<file path="config.mk">
export PLATFORM = sky130hd
export DESIGN_NAME = crossyroad_game_seq
export DESIGN_NICKNAME = d
export VERILOG_FILES = /design/src/rtl/crossyroad_game_seq.sv
export SDC_FILE = /design/constraint.sdc
export NUM_CORES = 1
export LEC_CHECK = 0
export ABC_AREA = 1
export BUFFER_PORTS_ARGS = -buffer_cell sky130_fd_sc_hd__buf_2
export CORE_MARGIN = 8
export CORE_UTILIZATION = 45
export CTS_CLUSTER_DIAMETER = 100
export CTS_CLUSTER_SIZE = 14
export DETAILED_ROUTE_END_ITERATION = 7
export GPL_TIMING_DRIVEN = 0
export HOLD_SLACK_MARGIN = 0.08
export SETUP_SLACK_MARGIN = 0.02
export SLEW_MARGIN = 30
export SYNTH_ARGS = -nofsm -noshare
export SYNTH_HDL_FRONTEND = slang
export SYNTH_SLANG_ARGS = --single-unit
</file>
<file path="constraint.sdc">
create_clock -name clk -period 3.3 [get_ports clk]
set_input_delay 0.66 -clock clk [delete_from_list [all_inputs] [get_ports clk]]
set_output_delay 0.66 -clock clk [all_outputs]
set_load 0.03 [all_outputs]
</file>
<file path="src/rtl/crossyroad_game_seq.sv">
// crossyroad_game_seq
//   Game sequencer for the crossy-road VGA game. It synchronizes and debounces
//   the move button and keeps one buffered move request. It runs the
//   IDLE/PLAY/SCROLL/DEAD state machine and produces the scroll offset, the
//   lane-advance pulse and the score that the renderer consumes. Game state
//   changes only on frame_tick, so the picture never changes in the middle of
//   a frame.
//
// Ports
//   clk            in   system/pixel clock
//   rst_man        in   synchronous active-high reset
//   move_btn       in   raw asynchronous button, active high
//   frame_tick     in   1-cycle pulse at the start of vertical blank
//   collision      in   player pixel overlapped a car pixel this cycle
//   state          out  0=IDLE 1=PLAY 2=SCROLL 3=DEAD
//   scroll_offset  out  vertical scroll in pixels, 0..LANE_H-SCROLL_STEP
//   lane_advance   out  1-cycle pulse when the world advances one lane
//   score          out  lanes crossed this game, saturates at 255
//   game_over      out  high while in DEAD
module crossyroad_game_seq #(
    parameter int DEBOUNCE_CYCLES = 250000,
    parameter int LANE_H          = 32,
    parameter int SCROLL_STEP     = 4,
    parameter int DEAD_FRAMES     = 120
) (
    input  logic       clk,
    input  logic       rst_man,
    input  logic       move_btn,
    input  logic       frame_tick,
    input  logic       collision,
    output logic [1:0] state,
    output logic [4:0] scroll_offset,
    output logic       lane_advance,
    output logic [7:0] score,
    output logic       game_over
);

    localparam int DB_W = $clog2(DEBOUNCE_CYCLES + 1);
    localparam logic [DB_W-1:0] DB_MAX   = DB_W'(DEBOUNCE_CYCLES - 1);
    localparam logic [5:0]      STEP_EXT = 6'(SCROLL_STEP);
    localparam logic [5:0]      LANE_EXT = 6'(LANE_H);
    localparam logic [7:0]      DEAD_MAX = 8'(DEAD_FRAMES - 1);

    typedef enum logic [1:0] {
        S_IDLE   = 2'd0,
        S_PLAY   = 2'd1,
        S_SCROLL = 2'd2,
        S_DEAD   = 2'd3
    } state_t;

    function automatic logic [7:0] sat_inc8(input logic [7:0] v);
        return (v == 8'hFF) ? v : v + 8'd1;
    endfunction

    state_t          state_q, state_d;
    logic            sync1_q, sync1_d;
    logic            sync2_q, sync2_d;
    logic [DB_W-1:0] db_cnt_q, db_cnt_d;
    logic            db_level_q, db_level_d;
    logic            move_pending_q, move_pending_d;
    logic            coll_latch_q, coll_latch_d;
    logic [7:0]      dead_cnt_q, dead_cnt_d;
    logic [4:0]      scroll_q, scroll_d;
    logic            lane_adv_q, lane_adv_d;
    logic [7:0]      score_q, score_d;
    logic            game_over_q, game_over_d;

    logic            press_rise;
    logic            consume;
    logic            col;
    logic [5:0]      scroll_sum;

    always_comb begin
        sync1_d        = move_btn;
        sync2_d        = sync1_q;
        db_cnt_d       = db_cnt_q;
        db_level_d     = db_level_q;
        press_rise     = 1'b0;
        consume        = 1'b0;
        state_d        = state_q;
        scroll_d       = scroll_q;
        lane_adv_d     = 1'b0;
        score_d        = score_q;
        dead_cnt_d     = dead_cnt_q;
        coll_latch_d   = coll_latch_q | collision;
        col            = coll_latch_q | collision;
        scroll_sum     = {1'b0, scroll_q} + STEP_EXT;

        // Debouncer: the counter only runs while the synchronized input
        // disagrees with the accepted level; any agreeing sample restarts it.
        if (sync2_q == db_level_q) begin
            db_cnt_d = '0;
        end else if (db_cnt_q == DB_MAX) begin
            db_cnt_d   = '0;
            db_level_d = sync2_q;
            press_rise = sync2_q;
        end else begin
            db_cnt_d = db_cnt_q + 1'b1;
        end

        if (frame_tick) begin
            coll_latch_d = 1'b0;
            unique case (state_q)
                S_IDLE: begin
                    if (move_pending_q) begin
                        state_d = S_PLAY;
                        score_d = 8'd0;
                        consume = 1'b1;
                    end
                end
                S_PLAY: begin
                    if (col) begin
                        state_d = S_DEAD;
                    end else if (move_pending_q) begin
                        state_d = S_SCROLL;
                        consume = 1'b1;
                    end
                end
                S_SCROLL: begin
                    if (col) begin
                        state_d  = S_DEAD;
                        scroll_d = 5'd0;
                    end else if (scroll_sum == LANE_EXT) begin
                        state_d    = S_PLAY;
                        scroll_d   = 5'd0;
                        lane_adv_d = 1'b1;
                        score_d    = sat_inc8(score_q);
                    end else begin
                        scroll_d = scroll_sum[4:0];
                    end
                end
                S_DEAD: begin
                    if (dead_cnt_q == DEAD_MAX) begin
                        state_d    = S_IDLE;
                        dead_cnt_d = 8'd0;
                    end else begin
                        dead_cnt_d = dead_cnt_q + 8'd1;
                    end
                end
                default: state_d = S_IDLE;
            endcase
        end

        // A rise on the consuming tick re-arms the buffer for the next frame;
        // a rise while already pending is simply absorbed.
        move_pending_d = (move_pending_q & ~consume) | press_rise;
        if (state_q == S_DEAD) begin
            move_pending_d = 1'b0;
        end

        game_over_d = (state_d == S_DEAD);
    end

    always_ff @(posedge clk) begin
        if (rst_man) begin
            state_q        <= S_IDLE;
            sync1_q        <= 1'b0;
            sync2_q        <= 1'b0;
            db_cnt_q       <= '0;
            db_level_q     <= 1'b0;
            move_pending_q <= 1'b0;
            coll_latch_q   <= 1'b0;
            dead_cnt_q     <= 8'd0;
            scroll_q       <= 5'd0;
            lane_adv_q     <= 1'b0;
            score_q        <= 8'd0;
            game_over_q    <= 1'b0;
        end else begin
            state_q        <= state_d;
            sync1_q        <= sync1_d;
            sync2_q        <= sync2_d;
            db_cnt_q       <= db_cnt_d;
            db_level_q     <= db_level_d;
            move_pending_q <= move_pending_d;
            coll_latch_q   <= coll_latch_d;
            dead_cnt_q     <= dead_cnt_d;
            scroll_q       <= scroll_d;
            lane_adv_q     <= lane_adv_d;
            score_q        <= score_d;
            game_over_q    <= game_over_d;
        end
    end

    assign state         = state_q;
    assign scroll_offset = scroll_q;
    assign lane_advance  = lane_adv_q;
    assign score         = score_q;
    assign game_over     = game_over_q;

endmodule
</file>
==> results.md, run 1 <==
* Status: finished clean
* PwrDens at 370 nW/um^2
* Total power at 0.00100 W
* Sequential element share of the synthesized area at 38.1%
* Global route overflow at 0
* Crit path arrival time at 1930 ps
* Worst r2r path cells at 10
* Vias in the first global route at 2104
* # Post-CTS Setup Buffers at 0
* First-pass GRT wire length at 9080 microns
* Average wire per standard cell at 11.5 microns
* Unrepaired setup endpoints after global routing: no
* WHS Endpoint: sync2_q
* Hold path start: sync1_q
* Pins over their slew limit at 0
* Cell depth of the worst setup path at 10
* I/O Buffers at 18
* Final setup viols at 0
* Synth Instances at 368
* Vias at 2311
* Max_cap viols at 0
* Cts bufs inserted at 5
* Largest net degree at the start of global routing at 14
* Skew final at 8.92 ps
* VDD IR max at 0.205 mV
* CP Cell Sequence: ha_1 -> nand2_1 -> nor2_1 -> nand3_1 -> nand2_1 -> inv_1 -> nor2_4 -> nand2_1 -> nand2_1 -> nor2_1
* Ratio of cells with drive above 1 in the final layout at 11.4%
* Most common cell on crit path: nand2_1
* Worst Setup End Kind: flip-flop
* Wirelength, routed at 5350 microns
* Clock root cell: clkbuf_8
* Sum Neg Setup Slack at 0 ps
* Synthesized area per cell at 6.57 sq um
* Internal power at 0.000791 W
* Fin crit period at 1740 ps
* I/O pins at 22
* Hold path cells at 2
* Clk buf depth at 2
* Worst hold path type: reg2reg
* Reg2reg setup slack at 1560 ps
* Hold_buf cts at 0
* Post-route ant nets at 0
* CP max stage cell: dfxtp_1
* Critical Path RT at 3500 ps
* Clock Latency Late Sink at 300 ps
* Core Box Area at 5140 sq um
* Worst slew margin at 58.0%
* Syn Std Cell Area at 2420 sq um
* # fillers at 570
* HPWL Detailed at 4040 microns
* Initial antenna violation count at 0
* Clk sinks at 46
* Register clock-pin slew on the reported worst setup and hold paths at 90 ps
* Main synth FF type: dfxtp_1
* Initial core utilization at 47.1%
* Die width at 89.3 microns
* Tcrit/Tclk final at 52.7%
* Startpoint Class: flip-flop
* WP buf/inv at 1
* Die footprint at 7980 sq um
* Clock power share at 41.5%
* Number of nets in the layout at 404
* Switch share at 21.1%
* Drt initial violations at 95
* Die height at 89.3 microns
* Leak at 0.986 nW
* #FFs+latches synth at 46
* Crit Path Max Fanout at 7
* Tot GR Track Use at 14.4%
* Post-CTS sizing at 0
* YS warnings at 0
* TritonRoute pass-1 iters at 4
* Worst-Margin Slew at 631 ps
* CP top delay family: simple AND/OR/NAND/NOR gates
* Largest stage delay, worst path at 450 ps
* CTS tree: yes
* FFs w/ async S/R, synth at 0%
* Maximum achievable frequency at 575 MHz
* H-tree Lvls at 2
* Via/cell ratio at 4.97
* Post-synth EDFFs at 0
* Kind of critical path: reg2reg
* Synth cell types at 30
* Sequential Power Share at 55.6%
* DRC at 0
* Area Growth Syn to Fin at 11.9%
* Psw at 0.000211 W
* Rows at 26
* Gpl congestion at 0.814
* Start point of the critical path: scroll_offset[2]
* Comb pwr share at 2.8%
* Reg-to-Reg Start: scroll_offset[2]
* Final hold viol count at 0
* Worst R2R End: score[1]
* Antenna fix cells at 0
cells by family (layout without fill, tap and decap cells):
group | after synthesis | in the layout | share of synthesized area (%)
AO/OA/AOI/OAI | 51 | 51 | 11.4
XOR/XNOR | 1 | 1 | 0.362
adder cells (fa/ha/maj) | 5 | 5 | 2.59
buffers and inverters | 46 | 72 | 7.60
flip-flops | 46 | 46 | 38.1
other | 1 | 2 | 0.155
AND/OR/NAND/NOR | 218 | 218 | 39.8
final cells by class:
class / count / area (sq um) / area share, %
Multi-Input combinational cell: 277 / 1320 / 48.7
Sequential cell: 46 / 921 / 34.0
Inverter: 39 / 146 / 5.41
Timing Repair Buffer: 18 / 90.1 / 3.33
Tap cell: 70 / 87.6 / 3.24
Clock buffer: 7 / 76.3 / 2.82
Buffer: 7 / 37.5 / 1.39
Clock inverter: 1 / 30.0 / 1.11
power by group through the flow:
stage | logic [W] | clock network (W) | registers [W]
floorplan | 0.0000202 | 0 | 0.000571
global placement | 0.0000283 | 0 | 0.000571
detailed placement | 0.0000286 | 0 | 0.000571
CTS | 0.0000286 | 0.000433 | 0.000558
global route | 0.0000313 | 0.000449 | 0.000558
finish | 0.0000286 | 0.000416 | 0.000558
worst register-to-register path, delay by kind of cell (launching register included):
family	cells	cell delay, ps
adders and majority gates	1	210
buffers and inverters	1	110
DFF	1	450
and+or+nand+nor	8	880
cells in the final DEF (no fill, tap or decap), drive strengths merged:
cell    netlist  routed
a211oi        2       2
a21oi        39      39
a22oi         1       1
and3          1       1
buf           5      23
bufinv        0       1
clkbuf        2       9
conb          1       2
dfxtp        46      46
ha            5       5
inv          39      39
nand2       104     104
nand3        28      28
nand3b        4       4
nand4         7       7
nor2         57      57
nor3         10      10
nor3b         2       2
nor4          1       1
o21ai         7       7
o21bai        2       2
or2           4       4
xor2          1       1
registers in the layout, indices dropped and copies added, names as in the netlist, 2 cells and up:
register	count
scroll_offset	3
state	2
db_cnt_q	18
score	8
dead_cnt_q	8
synth_stat cells, types with 2 or more instances:
master | n | area, sq um
nand3b_1 | 4 | 30.0
nand4_1 | 7 | 43.8
nor2_1 | 54 | 203
or2_2 | 4 | 25.0
clkbuf_1 | 2 | 7.51
a211oi_1 | 2 | 15.0
nor2_4 | 3 | 33.8
nor3_1 | 9 | 45.0
buf_4 | 2 | 15.0
buf_2 | 3 | 15.0
inv_1 | 38 | 143
dfxtp_1 | 46 | 921
a21oi_1 | 38 | 190
nand2_2 | 4 | 25.0
o21ai_0 | 6 | 30.0
o21bai_1 | 2 | 15.0
ha_1 | 5 | 62.6
nand3_1 | 28 | 140
nand2_1 | 100 | 375
metrics by stage:
step / std cells / setup WS [ps] / cell area, sq um / utilization (%) / hold slack [ps]
final: 465 / 1560 / 2710 / 52.7 / 407
after global routing: 465 / 1400 / 2710 / 52.7 / 433
after floorplan: 369 / 1640 / 2420 / - / 388
after global placement: 457 / 1360 / 2600 / 50.6 / 390
after detailed placement: 457 / 1360 / 2600 / 50.6 / 399
after CTS: 465 / 1580 / 2710 / 52.7 / 412
metal layers:
metal | GRT usage, % | vias to the layer above | part of all wire [%]
met1 | 18.3 | 1035 | 51
met2 | 23.0 | 33 | 43
met5 | 0 | - | 0
li1 | - | 1236 | -
met4 | 5.44 | 0 | 1.4
met3 | 3.49 | 7 | 4.0
how the worst max path moves through the flow:
stage	slack [ps]	endpoint
final	1560	score[1]
after global routing	1400	score[5]
after CTS	1580	score[1]
after detailed placement	1360	scroll_offset[2]
after global placement	1360	scroll_offset[2]
after floorplan	1640	score[1]
Power figures use the tool's default switching activity.
==> run 2, diff against run 1 <==
PLACE_DENSITY = 0.66   (was not set)
clock period = 1.5 ns   (was 3.3 ns; I/O delays follow)
==> run 2 against run 1 <==
  * Total power up 110%
  * Combinational power up 130%
  * Critical path type unchanged
  * Critical path depth unchanged
  * Largest cell class unchanged
  * First-iteration DRC count up 24%
  * Largest power group unchanged
  * Clock skew down 1.2 ps
  * Sequential share of layout area down 2.3 points
  * Clock power up 100%
  * Non-clock buffer count up 13
==> results.md, run 2 (synthesis results as in run 1) <==
* Global route overflow at 0 (unchanged)
* VDD IR max at 0.632 mV (+210%)
* CP Cell Sequence: ha_4 -> nand2_4 -> nor2_4 -> nand3_2 -> nand2_4 -> inv_4 -> nor2_4 -> nand2_1 -> nand2_1 -> nor2_1
* Max_cap viols at 0 (unchanged)
* Max reg flops at 18 (unchanged)
* Place WS at -109 ps (-1470 ps)
* Tcrit/Tclk final at 96.1% (+43 points)
* Largest register by flop count: db_cnt_q
* Clock Latency Late Sink at 290 ps (about the same)
* WP buf/inv at 1 (unchanged)
* Startpoint Class: flip-flop
* Final worst slack at 57.9 ps (-1500 ps)
* Vias at 2398 (+3.8%)
* PwrDens at 715 nW/um^2 (+93%)
* Worst-Margin Slew at 562 ps (-69.0 ps)
* Core Box Area at 5140 sq um (unchanged)
* CTS tree: yes
* Register clock-pin slew on the reported worst setup and hold paths at 90 ps (about the same)
* Cts bufs inserted at 5 (unchanged)
* Crit path arrival time at 1640 ps (-290 ps)
* Placed cells at 457 (unchanged)
* Kind of critical path: reg2reg
* Crit Path Max Fanout at 6 (-1)
* Die footprint at 7980 sq um (unchanged)
* CP max stage cell: dfxtp_4
* Post-route ant nets at 0 (unchanged)
* Unrepaired setup endpoints after global routing: yes
* Antenna fix cells at 0 (unchanged)
* Worst slew margin at 62.6% (+4.6 points)
* Rows at 26 (unchanged)
* Initial core utilization at 47.1% (unchanged)
* # fillers at 529 (-7.2%)
* Die height at 89.3 microns (unchanged)
* Multi-input logic area at 1470 sq um (+11%)
* Ratio of cells with drive above 1 in the final layout at 22.8% (+11 points)
* Critical Path RT at 1700 ps (-1800 ps)
* Average wire per standard cell at 12.0 microns (+4.1%)
* Utilization of the core after routing at 58.1% (+5.4 points)
* HPWL Detailed at 4000 microns (-0.88%)
* Register area at 946 sq um (+2.7%)
* Clk sinks at 46 (unchanged)
* I/O Buffers at 18 (unchanged)
* Number of nets in the layout at 417 (+3.2%)
* Status: finished clean
* Area Growth Syn to Fin at 23.4%
* CP top delay family: simple AND/OR/NAND/NOR gates
* Final setup viols at 0 (unchanged)
* Pins over their slew limit at 0 (unchanged)
* Final hold viol count at 0 (unchanged)
* Initial antenna violation count at 0 (unchanged)
* Fin crit period at 1440 ps (-296 ps)
* Vias in the first global route at 2114 (+0.48%)
* Most frequent cells in the layout: 95 x nand2_1, 47 x nor2_1, 36 x dfxtp_1, 35 x a21oi_1, 34 x inv_1
* Tot GR Track Use at 14.8% (+0.35 points)
* Most common cell after layout, fill and taps aside: nand2_1
* I/O pins at 22 (unchanged)
* Hold_buf cts at 0 (unchanged)
* H-tree Lvls at 2 (unchanged)
* Wirelength, routed at 5730 microns (+7.0%)
* Final cell count without fillers at 478 (+2.8%)
* Gpl congestion at 0.843 (+3.6%)
* Die width at 89.3 microns (unchanged)
* Clock root cell: clkbuf_8
* DRC at 0 (unchanged)
* Drt initial violations at 118 (+24%)
* Clk buf depth at 2 (unchanged)
* TritonRoute pass-1 iters at 5 (+1)
* Worst hold path type: in2reg
* Worst Setup End Kind: flip-flop
* Leak at 1.06 nW (+7.6%)
* Maximum achievable frequency at 693 MHz (+21%)
* Via/cell ratio at 5.02 (+0.94%)
* Largest net degree at the start of global routing at 15 (+1)
* Skew final at 7.73 ps (-1.19 ps)
* Largest stage delay, worst path at 390 ps (-60 ps)
* First-pass GRT wire length at 9400 microns (+3.5%)
[run 2: metrics by stage]
step                area [sq um]  setup TNS, ps  hold slack [ps]  power (W)
finish                      2980              0              198    0.00213
global placement            2610           -880              390    0.00132
floorplan                   2430              0              388    0.00130
CTS                         2820              0              186    0.00217
detailed placement          2610          -1340              394    0.00132
global route                2980          -70.8              191    0.00223
[run 2: per-layer routing]
layer	part of all wire, %	track usage (%)
met5	0	0
met4	1.3	4.08
met3	5.2	3.49
met2	45	22.6
met1	49	20.0
[run 2: power by group]
part            total, W  switching, W  internal (W)
Combinational  0.0000661     0.0000460     0.0000201
Sequential       0.00122    0.00000352       0.00122
Clock           0.000848      0.000418      0.000430
Total            0.00213      0.000467       0.00167
[run 2: layout make-up]
type	count	share of cell area (%)
flip-flops and latches	46	31.7
inverters	39	4.99
repair buffers	31	6.29
well taps	70	2.94
plain buffers	7	1.43
clock buffers	7	3.27
multi-input cells	277	49.1
clock inverters	1	0.252
[run 2: path summary, 6_finish.rpt]
path | startpoint | endpoint | slack (ps) | cells after the start
worst max register to register | scroll_offset[3] | score[1] | 60 | 10
worst max-delay path | scroll_offset[3] | score[1] | 60 | 10
worst min-delay path | move_btn | sync1_q | 200 | 3
worst min register to register | sync1_q | sync2_q | 410 | 2
[run 2: repair_timing]
| item | CTS | global route |
|---|---|---|
| setup buffers | 10 | 3 |
| endpoints found under the hold margin | 0 | 0 |
| pin swaps | 5 | 9 |
| gates resized for setup | 9 | 41 |
| setup endpoints to repair | 19 | 35 |
[run 2: tightest hold or removal path, delay by kind of cell]
family	cells	cell delay, ps
AND/OR/NAND/NOR	1	30
buffers and inverters	2	130
